--- src/rtl/large_matrix_mult.sv ---
`default_nettype none
// ============================================================================
// Module      : large_matrix_mult
// Description : Streaming unsigned N x N matrix multiplier C = A x B. Rows of A
//               then B arrive one per beat; rows of C leave under write_en.
//               Define LMM_SATURATE_EN to saturate result elements instead of
//               truncating them modulo 2^WIDTH.
// Revision    : 1.0 - initial release
// ============================================================================
module large_matrix_mult #(
    parameter int WIDTH        = 8,
    parameter int NUM_ELEMENTS = 4,
    parameter int MATRIX_WIDTH = 4
) (
    input  logic                          clk,
    input  logic                          reset,
    output logic [NUM_ELEMENTS*WIDTH-1:0] Res,
    input  logic [NUM_ELEMENTS*WIDTH-1:0] rdata,
    input  logic                          read_en,
    input  logic                          write_en,
    output logic                          write_ready
);

    localparam int N     = MATRIX_WIDTH;
    localparam int IDX_W = (N > 1) ? $clog2(N) : 1;
    localparam int ACC_W = 2*WIDTH + ((N > 1) ? $clog2(N) : 0);
    localparam logic [IDX_W-1:0] LAST = IDX_W'(N-1);
`ifdef LMM_SATURATE_EN
    localparam logic [ACC_W-1:0] SAT_LIMIT = {{(ACC_W-WIDTH){1'b0}}, {WIDTH{1'b1}}};
`endif

    typedef enum logic [1:0] {
        LOAD_A  = 2'd0,
        LOAD_B  = 2'd1,
        COMPUTE = 2'd2,
        WRITE   = 2'd3
    } state_t;

    state_t           state;
    logic [IDX_W-1:0] row;
    logic [IDX_W-1:0] k;

    logic [WIDTH-1:0] a_mat [N][N];
    logic [WIDTH-1:0] b_mat [N][N];
    logic [ACC_W-1:0] c_mat [N][N];

    logic [ACC_W-1:0]              prod [N];
    logic [NUM_ELEMENTS*WIDTH-1:0] res_row;

    // One multiplier per output column; row doubles as the i index in COMPUTE
    // and as the output row index in WRITE.
    always_comb begin
        res_row = '0;
        for (int j = 0; j < N; j++) begin
            prod[j] = ACC_W'(a_mat[row][k]) * ACC_W'(b_mat[k][j]);
`ifdef LMM_SATURATE_EN
            res_row[j*WIDTH +: WIDTH] = (c_mat[row][j] > SAT_LIMIT) ? {WIDTH{1'b1}}
                                                                    : c_mat[row][j][WIDTH-1:0];
`else
            res_row[j*WIDTH +: WIDTH] = c_mat[row][j][WIDTH-1:0];
`endif
        end
    end

    always_ff @(posedge clk or posedge reset) begin
        if (reset) begin
            state       <= LOAD_A;
            row         <= '0;
            k           <= '0;
            Res         <= '0;
            write_ready <= 1'b0;
            for (int i = 0; i < N; i++) begin
                for (int j = 0; j < N; j++) begin
                    a_mat[i][j] <= '0;
                    b_mat[i][j] <= '0;
                    c_mat[i][j] <= '0;
                end
            end
        end else begin
            case (state)
                LOAD_A: begin
                    if (read_en) begin
                        for (int j = 0; j < N; j++)
                            a_mat[row][j] <= rdata[j*WIDTH +: WIDTH];
                        if (row == LAST) begin
                            row   <= '0;
                            state <= LOAD_B;
                        end else begin
                            row <= row + 1'b1;
                        end
                    end
                end
                LOAD_B: begin
                    if (read_en) begin
                        for (int j = 0; j < N; j++)
                            b_mat[row][j] <= rdata[j*WIDTH +: WIDTH];
                        if (row == LAST) begin
                            row   <= '0;
                            k     <= '0;
                            state <= COMPUTE;
                            for (int i = 0; i < N; i++)
                                for (int j = 0; j < N; j++)
                                    c_mat[i][j] <= '0;
                        end else begin
                            row <= row + 1'b1;
                        end
                    end
                end
                COMPUTE: begin
                    for (int j = 0; j < N; j++)
                        c_mat[row][j] <= c_mat[row][j] + prod[j];
                    if (k == LAST) begin
                        k <= '0;
                        if (row == LAST) begin
                            row         <= '0;
                            state       <= WRITE;
                            write_ready <= 1'b1;
                        end else begin
                            row <= row + 1'b1;
                        end
                    end else begin
                        k <= k + 1'b1;
                    end
                end
                WRITE: begin
                    if (write_ready && write_en) begin
                        Res <= res_row;
                        if (row == LAST) begin
                            row         <= '0;
                            write_ready <= 1'b0;
                            state       <= LOAD_A;
                        end else begin
                            row <= row + 1'b1;
                        end
                    end
                end
                default: state <= LOAD_A;
            endcase
        end
    end

endmodule
`default_nettype wire

--- config.mk ---
export PLATFORM = sky130hd
export DESIGN_NAME = large_matrix_mult
export DESIGN_NICKNAME = d
export VERILOG_FILES = /design/src/rtl/large_matrix_mult.sv
export SDC_FILE = /design/constraint.sdc
export NUM_CORES = 1
export LEC_CHECK = 0
export ABC_AREA = 1
export CORE_MARGIN = 4
export CORE_UTILIZATION = 40
export CTS_CLUSTER_DIAMETER = 120
export DETAILED_ROUTE_END_ITERATION = 10
export SKIP_CTS_REPAIR_TIMING = 1
export SLEW_MARGIN = 20
export SYNTH_ARGS = -nofsm -noshare
export SYNTH_HDL_FRONTEND = slang
export SYNTH_SLANG_ARGS = --single-unit
--- constraint.sdc ---
create_clock -name clk -period 19.8 [get_ports clk]
set_input_delay 3.96 -clock clk [delete_from_list [all_inputs] [get_ports clk]]
set_output_delay 3.96 -clock clk [all_outputs]
set_load 0.01 [all_outputs]
==> flow_metrics.env <==
export IMPL_max_stage_delay_ns=0.66
export IMPL_syn_inst=2929
export IMPL_startpoint_type="register"
export IMPL_min_from="b_mat[13]"
export IMPL_clock_latency_ns=0.62
export IMPL_rsz0062_at_grt="no"
export IMPL_grt_pass1_vias=18900
export IMPL_htree_num_levels=2
export IMPL_grt_pass1_wl_um=107000
export IMPL_holdPathStages=2
export IMPL_die_area_um2=62800
export IMPL_ys_warn_count=0
export IMPL_maxSlewViolCount=0
export IMPL_fin_skew_ns=0.0417
export IMPL_hold_viol=0
export IMPL_arrival_ns=7.32
export IMPL_synth_seq_cells=423
export IMPL_post_route_period_util_pct=34.6
export IMPL_wl_per_cell_um=17.9
export IMPL_drv_cap=0
export IMPL_avgSynthCellArea_um2=8.04
export IMPL_syn_area_um2=23500
export IMPL_rr_worst_depth=31
export IMPL_fin_nets=3110
export IMPL_status="finished, final reports clean"
export IMPL_crit_start="row[1]"
export IMPL_drt_antenna_violating_nets=0
export IMPL_dr_total_vias=19200
export IMPL_die_h_um=251
export IMPL_clock_sinks=423
export IMPL_place_congestion=0.876
export IMPL_r2r_slack_ns=12.95
export IMPL_cts_buffers=49
export IMPL_grt_antenna_before_repair=0
export IMPL_whs_endpoint="b_mat[13]"
export IMPL_setup_violations=0
export IMPL_antennaDiodeCount=0
export IMPL_io_buffers=68
export IMPL_slowest_stage="buf_4"
export IMPL_finalWorstSetupSlack_ns=12.95
export IMPL_ir_drop_mv=0.0618
export IMPL_stdcell_count=3728
export IMPL_routed_via_density=5.15
export IMPL_grt_max_degree=81
export IMPL_cp_required_ns=20.27
export IMPL_syn_to_final_growth_pct=11.9
export IMPL_drtIter0Drc=1462
export IMPL_clk_path_buf_depth=3
export IMPL_power_per_cell_area_nw_per_um2=69.0
export IMPL_fin_crit_ns=6.85
export IMPL_start_util_pct=40.6
export IMPL_hold_path_class="reg -> reg"
export IMPL_path_max_fanout=46
export IMPL_cts_root_buffer="clkbuf_16"
export IMPL_total_leakage_power_nw=12.8
export IMPL_ys_types=40
export IMPL_globalRouteTotalUtil_pct=21.1
export IMPL_criticalPathCategory="reg -> reg"
export IMPL_worst_r2r_endpoint="c_mat[61]"
export IMPL_drt_wl_total_um=66600
export IMPL_endpoint_kind="register"
export IMPL_route_detailed_drc=0
export IMPL_fmax_mhz=146
export IMPL_rows=88
export IMPL_clk_pin_slew_ns=0.06
export IMPL_cts_tree="yes"
export IMPL_dp_cells=3638
export IMPL_yosysSeqAreaShare_pct=45.0
export IMPL_synth_nets=3114
export IMPL_setup_tns_final_ns=0
export IMPL_io_pins=69
export IMPL_crit_top_cell="nand2_1"
export IMPL_worstReg2RegStart="row[1]"
export IMPL_dp_slack_ns=12.25
export IMPL_drive_above_1_share_pct=6.18
export IMPL_first_pass_iters=6
export IMPL_dp_hpwl_um=42900
export IMPL_grt_overflow=0
export IMPL_core_um2=58000
export IMPL_maxSlewHeadroom_pct=22.3
export IMPL_die_w_um=251
export IMPL_tightest_slew_ns=1.16
## cell usage in the layout, fill, tap and decap left out, types with 10 or more instances in the layout
master,netlist,layout
o22ai_1,45,45
nand3_2,5,10
or2_2,19,19
clkdlybuf4s50_1,0,68
nor2_1,138,138
buf_4,19,31
a21oi_1,66,66
o211ai_1,16,16
fa_1,72,72
clkbuf_16,0,49
ha_1,77,77
inv_1,362,361
nand2_2,11,15
clkbuf_8,0,15
nand2_1,881,877
xnor2_1,14,14
o21ai_0,432,432
xor2_1,17,17
nand3_1,127,122
dfrtp_1,423,420
## synthesized netlist by cell type (all sizes together)
cell | instances | area share (%)
clkbuf | 99 | 1.6
inv | 372 | 5.9
fa | 72 | 6.1
a21boi | 2 | 0.064
or2 | 26 | 0.69
a32oi | 13 | 0.71
o211ai | 16 | 0.51
o31ai | 5 | 0.16
nand4 | 1 | 0.027
a21o | 1 | 0.032
a31oi | 2 | 0.053
ha | 77 | 4.1
dfrtp | 423 | 45
o22ai | 46 | 1.2
a21oi | 66 | 1.4
a32o | 3 | 0.13
nand2 | 892 | 14
nand3 | 132 | 2.9
a22oi | 1 | 0.032
xnor2 | 14 | 0.52
nand3b | 4 | 0.13
a211oi | 2 | 0.064
nor3 | 2 | 0.043
and2 | 3 | 0.080
xor2 | 17 | 0.63
buf | 57 | 1.9
o21ai | 442 | 9.4
nand2b | 1 | 0.027
nor2 | 138 | 2.2
## worst max path at each step
stage | to | slack, ns | cells after the start
after detailed placement | a_mat[37] | 12.25 | 5
after global routing | c_mat[61] | 12.49 | 31
after global placement | a_mat[5] | 12.35 | 5
after CTS | a_mat[47] | 12.87 | 5
final | c_mat[61] | 12.95 | 31
after floorplan | Res[0] | 4.06 | 1
## metal layers
layer	up-vias	GRT usage (%)	share of wire [%]
met2	554	34.8	46
li1	9274	-	-
met1	9278	29.5	46
met3	101	2.65	5.3
met4	0	5.55	2.3
met5	-	0	0
## critical path: cells and delay by family (launching register included)
kind            cells  cell delay (ns)
compound gates      1             0.22
xor+xnor            1             0.15
fa+ha+maj           6             2.03
buf+inv             7             1.63
flops               1             0.65
simple gates       16             1.96
## sequential cells by signal (all words and copies together), names as in the netlist
| name | flops |
|---|---|
| c_mat | 128 |
| write_ready | 1 |
| row | 2 |
| a_mat | 128 |
| state | 2 |
| Res | 32 |
| b_mat | 128 |
| k | 2 |
## metrics by stage
stage	util, %	power (mW)	hold slack (ns)	instance area [um^2]
2_1_floorplan	-	0.898	0.445	23500
3_3_place_gp	42.5	0.915	0.457	24700
3_5_place_dp	42.5	0.916	0.465	24700
4_1_cts	45.4	1.84	0.480	26300
5_1_grt	45.4	1.87	0.489	26300
6_report	45.4	1.82	0.477	26300
## area by class of cell
class / instances / area (um^2)
clock inverters: 17 / 195
clock buffers: 72 / 1460
multi-input cells: 1978 / 10800
flip-flops and latches: 423 / 10600
fillers: 5692 / 31700
repair buffers: 101 / 945
well taps: 765 / 957
inverters: 372 / 1410
## kinds of logic after synthesis
kind of cell | after synthesis | share of synthesized area (%)
xor gates and xnor gates | 31 | 1.15
AOI/OAI and AO/OA | 599 | 13.8
and+or+nand+nor | 1199 | 20.4
buffers and inverters | 528 | 9.45
DFF | 423 | 45.0
adders and majority gates | 149 | 10.2
## power breakdown
part / leakage (nW) / total (mW) / switching, mW / internal [mW]
clock network: 0.818 / 0.917 / 0.377 / 0.541
logic: 6.48 / 0.0344 / 0.0267 / 0.00771
registers: 5.53 / 0.865 / 0 / 0.865
No activity file was read; power rests on OpenSTA's default activity.
